### src/rtl/pdp8_iot_pkg.sv
// pdp8_iot_pkg: IOT sequencer states, mb_in field positions and dwell helpers.
package pdp8_iot_pkg;
  typedef enum logic [3:0] {IDLE, SETUP, P1, G1, P2, G2, P4, G4, DONE} iot_state_e;
  localparam logic [2:0] IOT_OPCODE = 3'b110;
  localparam int OP_HI = 11;
  localparam int OP_LO = 9;
  localparam int DEV_HI = 8;
  localparam int DEV_LO = 3;
  localparam int EN_HI = 2;
  localparam int EN_IOP4 = 2;
  localparam int EN_IOP2 = 1;
  localparam int EN_IOP1 = 0;
  function automatic iot_state_e next_state(iot_state_e s);
    case (s)
      IDLE:    return SETUP;
      SETUP:   return P1;
      P1:      return G1;
      G1:      return P2;
      P2:      return G2;
      G2:      return P4;
      P4:      return G4;
      G4:      return DONE;
      default: return IDLE;
    endcase
  endfunction
  // Counter load value is dwell-1 so the state lasts exactly dwell cycles.
  function automatic logic [7:0] dwell(iot_state_e s, logic [7:0] pw_m1, logic [7:0] gw_m1);
    return (s == P1 || s == P2 || s == P4) ? pw_m1 : (s == IDLE || s == DONE) ? 8'd0 : gw_m1;
  endfunction
endpackage

### src/rtl/iot_pulse_gen_if.sv
// iot_pulse_gen_if: CPU/peripheral-facing IOT request, pulse and response signals.
interface iot_pulse_gen_if;
  logic        iot_start;
  logic [11:0] mb_in;
  logic        io_skip;
  logic        io_ac_clear;
  logic [5:0]  bmb_dev;
  logic        iop1;
  logic        iop2;
  logic        iop4;
  logic        iot_busy;
  logic        iot_done;
  logic        skip_req;
  logic        ac_clr_req;
  modport master (
    output iot_start, mb_in, io_skip, io_ac_clear,
    input  bmb_dev, iop1, iop2, iop4, iot_busy, iot_done, skip_req, ac_clr_req
  );
  modport slave (
    input  iot_start, mb_in, io_skip, io_ac_clear,
    output bmb_dev, iop1, iop2, iop4, iot_busy, iot_done, skip_req, ac_clr_req
  );
endinterface

### src/rtl/iot_dwell_counter.sv
// iot_dwell_counter: 8-bit loadable down-counter with zero flag, shared by all dwell states.
module iot_dwell_counter (
  input  logic       clk,
  input  logic       rst_n,
  input  logic       load_i,
  input  logic [7:0] load_val_i,
  output logic       zero_o
);
  logic [7:0] cnt_q, cnt_d;
  always_comb cnt_d = load_i ? load_val_i : (cnt_q == 8'd0) ? cnt_q : cnt_q - 8'd1;
  always_ff @(posedge clk or negedge rst_n)
    if (!rst_n) cnt_q <= 8'd0;
    else cnt_q <= cnt_d;
  assign zero_o = cnt_q == 8'd0;
endmodule

### src/rtl/iot_pulse_gen.sv
// iot_pulse_gen: PDP-8/I IOT sequencer producing device select, IOP1/2/4 pulses and sticky skip/AC-clear.
module iot_pulse_gen #(
  parameter int PULSE_W = 4,
  parameter int GAP_W   = 2
) (
  input logic             clk,
  input logic             rst_n,
  iot_pulse_gen_if.slave  bus
);
  import pdp8_iot_pkg::*;
  localparam logic [7:0] PW_M1 = 8'(PULSE_W - 1);
  localparam logic [7:0] GW_M1 = 8'(GAP_W - 1);
  iot_state_e state_q, state_d;
  logic [2:0] en_q, en_d;
  logic [5:0] dev_q, dev_d;
  logic       skip_q, skip_d, acl_q, acl_d;
  logic       accept, pulse, ld, zero;
  logic [7:0] ld_val;
  assign accept = state_q == IDLE && bus.iot_start && bus.mb_in[OP_HI:OP_LO] == IOT_OPCODE;
  assign pulse  = (state_q == P1 && en_q[EN_IOP1]) || (state_q == P2 && en_q[EN_IOP2]) ||
                  (state_q == P4 && en_q[EN_IOP4]);
  iot_dwell_counter u_cnt (
    .clk        (clk),
    .rst_n      (rst_n),
    .load_i     (ld),
    .load_val_i (ld_val),
    .zero_o     (zero)
  );
  always_comb begin
    state_d = state_q;
    ld      = 1'b0;
    if (state_q == IDLE ? accept : zero) begin
      state_d = next_state(state_q);
      ld      = 1'b1;
    end
    ld_val = dwell(state_d, PW_M1, GW_M1);
    en_d   = accept ? bus.mb_in[EN_HI:0] : en_q;
    dev_d  = accept ? bus.mb_in[DEV_HI:DEV_LO] : dev_q;
    skip_d = accept ? 1'b0 : skip_q | (pulse & bus.io_skip);
    acl_d  = accept ? 1'b0 : acl_q | (pulse & bus.io_ac_clear);
  end
  always_ff @(posedge clk or negedge rst_n)
    if (!rst_n) begin
      state_q <= IDLE;
      en_q    <= 3'b000;
      dev_q   <= 6'd0;
      skip_q  <= 1'b0;
      acl_q   <= 1'b0;
    end else begin
      state_q <= state_d;
      en_q    <= en_d;
      dev_q   <= dev_d;
      skip_q  <= skip_d;
      acl_q   <= acl_d;
    end
  // Outputs decode only registered state, so reset clears them without a clock edge.
  assign bus.bmb_dev    = dev_q;
  assign bus.iop1       = state_q == P1 && en_q[EN_IOP1];
  assign bus.iop2       = state_q == P2 && en_q[EN_IOP2];
  assign bus.iop4       = state_q == P4 && en_q[EN_IOP4];
  assign bus.iot_busy   = state_q != IDLE;
  assign bus.iot_done   = state_q == DONE;
  assign bus.skip_req   = skip_q;
  assign bus.ac_clr_req = acl_q;
endmodule

### src/flat_wrapper.sv
// flat-port wrapper written by rule: the top's interface ports become plain ports
module iot_pulse_gen_flat import pdp8_iot_pkg::*;
#(
  parameter int PULSE_W = 4,
  parameter int GAP_W   = 2
)
  (clk, rst_n, bus_iot_start, bus_mb_in, bus_io_skip, bus_io_ac_clear, bus_bmb_dev, bus_iop1, bus_iop2, bus_iop4, bus_iot_busy, bus_iot_done, bus_skip_req, bus_ac_clr_req);
  iot_pulse_gen_if bus_i ();
  input logic clk;
  input logic rst_n;
  input wire logic [$bits(bus_i.iot_start)-1:0] bus_iot_start;
  input wire logic [$bits(bus_i.mb_in)-1:0] bus_mb_in;
  input wire logic [$bits(bus_i.io_skip)-1:0] bus_io_skip;
  input wire logic [$bits(bus_i.io_ac_clear)-1:0] bus_io_ac_clear;
  output wire logic [$bits(bus_i.bmb_dev)-1:0] bus_bmb_dev;
  output wire logic [$bits(bus_i.iop1)-1:0] bus_iop1;
  output wire logic [$bits(bus_i.iop2)-1:0] bus_iop2;
  output wire logic [$bits(bus_i.iop4)-1:0] bus_iop4;
  output wire logic [$bits(bus_i.iot_busy)-1:0] bus_iot_busy;
  output wire logic [$bits(bus_i.iot_done)-1:0] bus_iot_done;
  output wire logic [$bits(bus_i.skip_req)-1:0] bus_skip_req;
  output wire logic [$bits(bus_i.ac_clr_req)-1:0] bus_ac_clr_req;
  assign bus_i.iot_start = bus_iot_start;
  assign bus_i.mb_in = bus_mb_in;
  assign bus_i.io_skip = bus_io_skip;
  assign bus_i.io_ac_clear = bus_io_ac_clear;
  assign bus_bmb_dev = bus_i.bmb_dev;
  assign bus_iop1 = bus_i.iop1;
  assign bus_iop2 = bus_i.iop2;
  assign bus_iop4 = bus_i.iop4;
  assign bus_iot_busy = bus_i.iot_busy;
  assign bus_iot_done = bus_i.iot_done;
  assign bus_skip_req = bus_i.skip_req;
  assign bus_ac_clr_req = bus_i.ac_clr_req;
  iot_pulse_gen #(.PULSE_W(PULSE_W), .GAP_W(GAP_W)) u_core (.clk(clk), .rst_n(rst_n), .bus(bus_i));
endmodule
### config.mk
export PLATFORM = sky130hd
export DESIGN_NAME = iot_pulse_gen_flat
export DESIGN_NICKNAME = d
export VERILOG_FILES = /design/src/rtl/pdp8_iot_pkg.sv /design/src/rtl/iot_pulse_gen_if.sv /design/src/rtl/iot_dwell_counter.sv /design/src/rtl/iot_pulse_gen.sv /design/src/flat_wrapper.sv
export SDC_FILE = /design/constraint.sdc
export NUM_CORES = 1
export LEC_CHECK = 0
export ABC_AREA = 1
export ABC_CLOCK_PERIOD_IN_PS = 3250
export CORE_MARGIN = 1
export CORE_UTILIZATION = 53
export DETAILED_ROUTE_END_ITERATION = 10
export MAX_ROUTING_LAYER = met4
export PLACE_DENSITY_LB_ADDON = 0.1
export SLEW_MARGIN = 20
export SYNTH_ARGS = -nofsm -noshare
export SYNTH_HDL_FRONTEND = slang
export SYNTH_SLANG_ARGS = --single-unit
### constraint.sdc
create_clock -name clk -period 3.25 [get_ports clk]
set_input_delay 0.65 -clock clk [delete_from_list [all_inputs] [get_ports clk]]
set_output_delay 0.65 -clock clk [all_outputs]
set_load 0.02 [all_outputs]
# Word level (Yosys, flattened, before mapping)
# Memory sizes are Yosys's and may differ from the RTL's.
# Cells that the tools add are included.
# totals
register_bits	23
mem_bits_ro	32
out_inout_bits	13
mem_count	1
# classes
addsub	1
n_eq_ne	10
muxes	10
n_bitwise	4
reduce_logical	14
# memory_table
memory	words	word_bits	read_ports	rd_clocked_by_memory_dff	write_ports	line	text
(no name shown)	8	4	1	0	0	pdp8_iot_pkg.sv:14	case (s)
# ops
cell	n
$mux 8	3
$eq 4x3->1 const B	4
$eq 4x2->1 const B	2
$eq 4x4->1 const B	2
$logic_not 4->1	2
$logic_not 8->1	1
$mux 4	2
$sub 8x1->8 const B	1
$logic_and 1x1->1	5
$logic_or 1x1->1	5
$mux 1	5
$reduce_bool 4->1	1
$eq 3x3->1 const B	1
$and 1x1->1	2
$ne 2x2->1 const B	1
$or 1x1->1	2

# Depth between registers and ports, before layout
# Gate-level depths: netlist (run 1).
# depth
word_depth	10
mapped_depth	10

# Modules after synthesis
# Synthesis (run 1) repeated with hierarchy kept, for this count alone.
# unflattened
hier_cells	178
hier_area_um2	1390.1
# by_module_without_submodules
module	instances	cells_per_inst	area_each_um2	seq_area_each_um2
iot_pulse_gen	1	110	887.1	375.4
iot_dwell_counter	1	68	503.0	200.2

# Worst setup path before layout (run 1)
# OpenSTA, ideal clock, no wires.
# synth_timing
kind	reg2out
from	reg u_core.state_q[0]
to	out bus_iot_done
arrival_ns	1.048
path_slack_ns	1.552
stages_incl_launch_ff	5
path_buffers	0
cell_sequence	dfrtp_1 inv_1 ha_1 nand2_1 nor2_1
# synth_between
elab_chain_len	1
# synth_rtl
element	line	text
start: declaration	iot_pulse_gen.sv:13	iot_state_e state_q, state_d;
start signal: assignment	iot_pulse_gen.sv:50	state_q <= state_d;
$eq 4x4->1	iot_pulse_gen.sv:62	assign bus.iot_done = state_q == DONE;
end: declaration	flat_wrapper.sv:20	output wire logic [$bits(bus_i.iot_done)-1:0] bus_iot_done;
# No other way between the ends.

# Worst setup path after layout (run 1)
# layout_timing
from	reg u_core.state_q[0]
to	out bus_iop2
# layout_between
elab_chain_len	2
# layout_rtl
element	line	text
$eq 4x3->1	iot_pulse_gen.sv:59	assign bus.iop2 = state_q == P2 && en_q[EN_IOP2];
$logic_and 1x1->1	iot_pulse_gen.sv:59	
end: declaration	flat_wrapper.sv:17	output wire logic [$bits(bus_i.iop2)-1:0] bus_iop2;
# No other way between the ends.

==> flow_summary.ini, run 1 <==
[run_status]
outcome = finished, final reports clean

[place]
gp_congestion = 0.893
portBuffers = 29
dp_cells = 220
dpl.hpwl_um = 2140

[setup_path]
critical_path.max_stage_delay_ns = 0.60
cp_cell_sequence = inv_1, ha_1, nand3_1, inv_1, clkdlybuf4s50_1
crit_path_frequent_cell = inv_1
worstPathMaxFanout = 5
cp.arrival_ns = 1.89
worstPathBufferInverterCount = 3
rr_endpoint = u_core.u_cnt.cnt_q[0]
cp-end-kind = primary output
r2r-start = u_core.state_q[0]
rrSetupSlack_ns = 1.56
worstRegToRegCells = 10
cp_top_family = buffers and inverters
worstPathRequired_ns = 2.60
start_kind = flop
worstSetupPathType = reg2out
slowest_stage = clkdlybuf4s50_1

[yosys]
yosysSeqAreaShare_pct = 43.2
post_synth.cell_area_avg_um2 = 8.13
netlist.area_leader.share_pct = 43.2
netlist_top_cells_area = dfrtp_1 43%, nand2_1 13%, inv_1 5.9%
netlist_area_mm2 = 0.00133
synth.most_common_cell = nand2_1
synth_commonest_cells = 45 x nand2_1, 23 x dfrtp_1, 21 x inv_1
synth_cell_types = 27
syn_nets = 187
synth_ff_type = dfrtp_1
synthArstFlopShare_pct = 100
yosysWarnings = 0
yosys.area.top_type = dfrtp_1
synth-edff-count = 0
synth-seq-cells = 23
netlist_instances = 164

[clock_tree]
htree_levels = 1
cts_resized = 0
cts.clk_slew.worst_paths_ns = 0.12
cts_sinks = 23
cts_tree = done
cts-hold-fix-buffers = 0
clk_latency_ns = 0.31
cts-root-buf = clkbuf_4
cts_max_path_buffers = 2
cts_buffers = 3
cts_setup_buffers = 0

[finish]
multi_input_area_um2 = 646
nets = 220
syn2layout_area_growth_pct = 25.4
layout.area.seq_um2 = 576
fin_util_pct = 72.7
drive_above_1_share_pct = 13.8
final_cells = 224
fill_cells = 188
n_antenna_cell = 0

[grt]
gr-total-overflow = 0
grt_pass1_vias = 1084
grt_pass1_wl_um = 4430
grt.total_usage_pct = 22.9
antenna_found_initial = 0
grt_max_degree = 24

[sta]
fin_tns_setup_ns = 0
worstMarginPinSlew_ns = 0.307
finClkSkew_ns = 0.00520
fin_crit_sh_pct = 78.0
rsz0062_at_grt = no
drv_slew = 0
fmax_mhz = 394
period_needed_ns = 2.54
max_slew_margin_pct = 79.4
finalSetupViolCount = 0
finalHoldViolCount = 0

[route]
vias = 1140
wl_per_cell_um = 12.1
detail-route-antenna-nets = 0
drt_iter0_markers = 12
first_pass_iters = 4
drc_errors = 0
detail_route.vias_per_cell = 5.09
routed_wl_um = 2700

[power_and_ir_drop]
power_leakage_uw = 0.000880
p_per_area_mw_per_mm2 = 867
ir_drop_uv = 550

[worst_hold_path]
worstHoldEndpoint = u_core.bus.bmb_dev[3]
min-delay-start = u_core.bus.bmb_dev[3]
hold_depth = 2
hp-class = reg2reg

[floorplanning]
die_y_um = 52.1
die_w_um = 52.1
row_count = 17
core-area_mm2 = 0.00230
ioPinCount = 30
die_area_mm2 = 0.00272
start_util_pct = 58.0

[flow_run]
cap_violations = 0
## registers in the layout, summed over array words and instances (netlist names)
register and count:
u_core.bus.ac_clr_req 1, u_core.en_q 3, u_core.state_q 4, u_core.bus.skip_req 1
u_core.bus.bmb_dev 6, u_core.u_cnt.cnt_q 8
## worst max-delay path by stage
stage / start / endpoint / slack (ns) / cells after the start
2_1_floorplan: u_core.state_q[0] / bus_iot_done / 1.55 / 4
3_3_place_gp: u_core.state_q[0] / bus_iop2 / 1.12 / 5
3_5_place_dp: u_core.state_q[0] / bus_iop2 / 1.05 / 5
4_1_cts: u_core.state_q[0] / bus_iop2 / 0.69 / 5
6_report: u_core.state_q[0] / bus_iop2 / 0.71 / 5
5_1_grt: u_core.state_q[0] / bus_iop2 / 0.59 / 5
## per-layer routing
layer	wire length (um)	up-vias	track usage [%]
li1	-	582	-
met1	1160	529	25.0
met2	1410	26	41.9
met3	108	3	5.26
met4	21	0	5.70
met5	0	-	-
## power breakdown
group / leakage, uW / internal (uW) / switching [uW]
clock network: 0.0000177 / 46.0 / 85.9
logic: 0.000570 / 337 / 455
registers: 0.000292 / 415 / 109
## kinds of logic (layout without fill, tap and decap cells)
group / Yosys count / in the layout / share of synthesized area (%)
simple gates: 90 / 90 / 33.6
buf+inv: 25 / 57 / 8.36
flops: 23 / 23 / 43.2
compound gates: 19 / 19 / 8.54
fa+ha+maj: 6 / 6 / 5.63
xor+xnor: 1 / 1 / 0.657
## worst reg2reg max path, stage by stage (launching register included)
cell and delay [ns]:
dfrtp_1 0.44, inv_1 0.09, ha_1 0.26, nand2_4 0.13, inv_2 0.06, nand2_4 0.16, nand3_1 0.10, nand2_1 0.10
nand2_1 0.07, o21ai_1 0.13, nand2_1 0.06
## layout by cell type (no fill, tap or decap), drive strengths merged
master and n:
clkinv 1, a31o 1, o211ai 1, nand4 1
nor2 19, nor3 4, clkdlybuf4s50 29, o21a 2
o21ai 8, buf 1, xor2 1, a21oi 7
and3 1, dfrtp 23, ha 6, inv 23
nand3 11, nand2 54, clkbuf 3
## cell type report
| class | instances | area share, % |
|---|---|---|
| clock buffer | 3 | 1.35 |
| clock inverter | 1 | 0.300 |
| inverter | 23 | 5.32 |
| multi-input combinational | 116 | 38.7 |
| sequential | 23 | 34.5 |
| tap | 28 | 2.10 |
| timing repair buffer | 30 | 17.8 |
## stage by stage
| step | power (uW) | cell area [um2] | hold slack (ns) | setup WS, ns |
|---|---|---|---|---|
| final | 1450 | 1670 | 0.500 | 0.714 |
| after floorplan | 1060 | 1330 | 0.354 | 1.55 |
| after global placement | 1280 | 1640 | 0.464 | 1.12 |
| after detailed placement | 1320 | 1640 | 0.467 | 1.05 |
| after CTS | 1460 | 1670 | 0.501 | 0.691 |
| after global routing | 1570 | 1670 | 0.516 | 0.591 |
No activity file was read; power rests on OpenSTA's default activity.
==> run 2: changes to the inputs <==
--- a/config.mk
+++ b/config.mk
@@ -6,9 +6,9 @@
 export NUM_CORES = 1
 export LEC_CHECK = 0
 export ABC_AREA = 1
-export ABC_CLOCK_PERIOD_IN_PS = 3250
+export ABC_CLOCK_PERIOD_IN_PS = 2150
 export CORE_MARGIN = 1
-export CORE_UTILIZATION = 53
+export CORE_UTILIZATION = 45
 export DETAILED_ROUTE_END_ITERATION = 10
 export MAX_ROUTING_LAYER = met4
 export PLACE_DENSITY_LB_ADDON = 0.1
==> constraint.sdc (replaced) <==
create_clock -name clk -period 2.15 [get_ports clk]
set_input_delay 0.43 -clock clk [delete_from_list [all_inputs] [get_ports clk]]
set_output_delay 0.43 -clock clk [all_outputs]
set_load 0.02 [all_outputs]
==> run 2 against run 1 <==
Compared with the run above:
- utilization is 13 points lower
- worst setup slack worse by 0.57 ns
- clock skew is 0.0020 ns lower
- critical path type unchanged
==> flow_summary.ini, run 2 (synthesis gave the netlist of run 1 again) <==
[run_status]
outcome = finished, final reports clean

[clock_tree]
cts_max_path_buffers = 2
clk_latency_ns = 0.30
cts_tree = done
htree_levels = 1
cts-root-buf = clkbuf_4
cts.clk_slew.worst_paths_ns = 0.13
cts_sinks = 23
cts-hold-fix-buffers = 0
cts_buffers = 3

[finish]
fill_cells = 276
nets = 220
largest_reg_flops = 8
multi_input_area_um2 = 646
layout.area.seq_um2 = 576
top_register = u_core.u_cnt.cnt_q
final_common_cell = nand2_1
drive_above_1_share_pct = 13.8
n_antenna_cell = 0
mostFrequentLayoutCells = 45 x nand2_1, 24 x clkdlybuf4s50_1, 23 x dfrtp_1
syn2layout_area_growth_pct = 25.3

[setup_path]
critical_path.max_stage_delay_ns = 0.45
slowest_stage = dfrtp_1
cp.arrival_ns = 1.57
worstPathMaxFanout = 5
cp-end-kind = primary output
cp_top_family = buffers and inverters
worstPathBufferInverterCount = 3
crit_path_frequent_cell = inv_1
cp_cell_sequence = inv_1, ha_1, nand3_1, inv_1, clkdlybuf4s15_1
worstPathRequired_ns = 1.72
start_kind = flop
worstSetupPathType = reg2out

[floorplanning]
core-area_mm2 = 0.00278
row_count = 19
die_w_um = 56.4
die_area_mm2 = 0.00318
die_y_um = 56.4
ioPinCount = 30
start_util_pct = 47.9

[grt]
met3_usage_pct = 3.00
grt_pass1_vias = 1113
grt_max_degree = 24
gr-total-overflow = 0
antenna_found_initial = 0
grt.total_usage_pct = 19.1
grt_pass1_wl_um = 4690
met2_usage_pct = 32.1
met1_usage_pct = 24.0
busiest_layer = met2

[sta]
finClkSkew_ns = 0.00319
fin_tns_setup_ns = 0
fmax_mhz = 499
max_slew_margin_pct = 80.0
finalHoldViolCount = 0
finalSetupViolCount = 0
period_needed_ns = 2.00
worstMarginPinSlew_ns = 0.300
timing.final.ws_setup_ns = 0.147
drv_slew = 0
holdWs_ns = 0.467
fin_crit_sh_pct = 93.2
rsz0062_at_grt = no

[power_and_ir_drop]
ir_drop_uv = 787
fin_total_pwr_uw = 2160
p_per_area_mw_per_mm2 = 1290
power_leakage_uw = 0.000895

[worst_hold_path]
hp-class = in2async

[place]
dpl.hpwl_um = 2070
portBuffers = 29
gp_congestion = 0.854
dpl_worst_slack_ns = 0.193

[route]
routed_wl_um = 2630
vias = 1123
first_pass_iters = 4
drt_iter0_markers = 36
detail-route-antenna-nets = 0
wl_per_cell_um = 11.6
drc_errors = 0
detail_route.vias_per_cell = 4.95

[flow_run]
cap_violations = 0
## run 2: changes by cell type in the layout (fill, tap and decap cells not counted)
cell / previous run / this run
clkdlybuf4s50_1: 29 / 24
dlygate4sd2_1: 0 / 4
clkdlybuf4s15_1: 0 / 1
## run 2: layout make-up
class	count	share of cell area (%)
Tap cell	31	2.32
Timing Repair Buffer	30	17.5
Inverter	23	5.32
Sequential cell	23	34.5
Multi-Input combinational cell	116	38.7
Clock inverter	1	0.300
Clock buffer	3	1.35
## run 2: report_power, final
group | total (uW) | internal, uW | switching [uW]
Sequential | 795 | 627 | 168
Combinational | 1170 | 494 | 672
Clock | 197 | 69.3 | 128
Total | 2160 | 1190 | 968
## run 2: per-layer routing
layer	routed length [um]	part of all wire, %
met1	1200	46
met2	1280	49
met3	126	4.8
met4	20	0.76
met5	0	0
## run 2: timing repair
item                                    CTS  global route
resized for setup                         5             1
endpoints found under the setup margin    5             1
buffers inserted                          0             0
## run 2: metrics by stage
stage,util [%],instances,cell area (um2)
after detailed placement,59.2,223,1650
final,60.0,227,1670
after floorplan,-,164,1330
after global routing,60.0,227,1670
after global placement,59.2,223,1650
after CTS,60.0,227,1670
## run 2: worst register-to-register path, stage by stage (launching register included)
cell     delay, ns
dfrtp_1       0.44
inv_1         0.08
ha_1          0.25
nand2_4       0.12
inv_2         0.06
nand2_4       0.17
nand3_1       0.10
nand2_1       0.10
nand2_1       0.08
o21ai_1       0.13
nand2_1       0.06
## run 2: path summary, 6_finish.rpt
path,startpoint,to,slack [ns],depth (start not counted)
hold / removal,rst_n,u_core.u_cnt.cnt_q[6],0.47,2
setup reg to reg,u_core.state_q[0],u_core.u_cnt.cnt_q[0],0.45,10
hold reg to reg,u_core.bus.bmb_dev[0],u_core.bus.bmb_dev[0],0.50,2
min in group clk,u_core.bus.bmb_dev[0],u_core.bus.bmb_dev[0],0.50,2
setup / recovery,u_core.state_q[0],bus_iop2,0.15,5
max in group asynchronous,rst_n,u_core.state_q[1],1.45,2
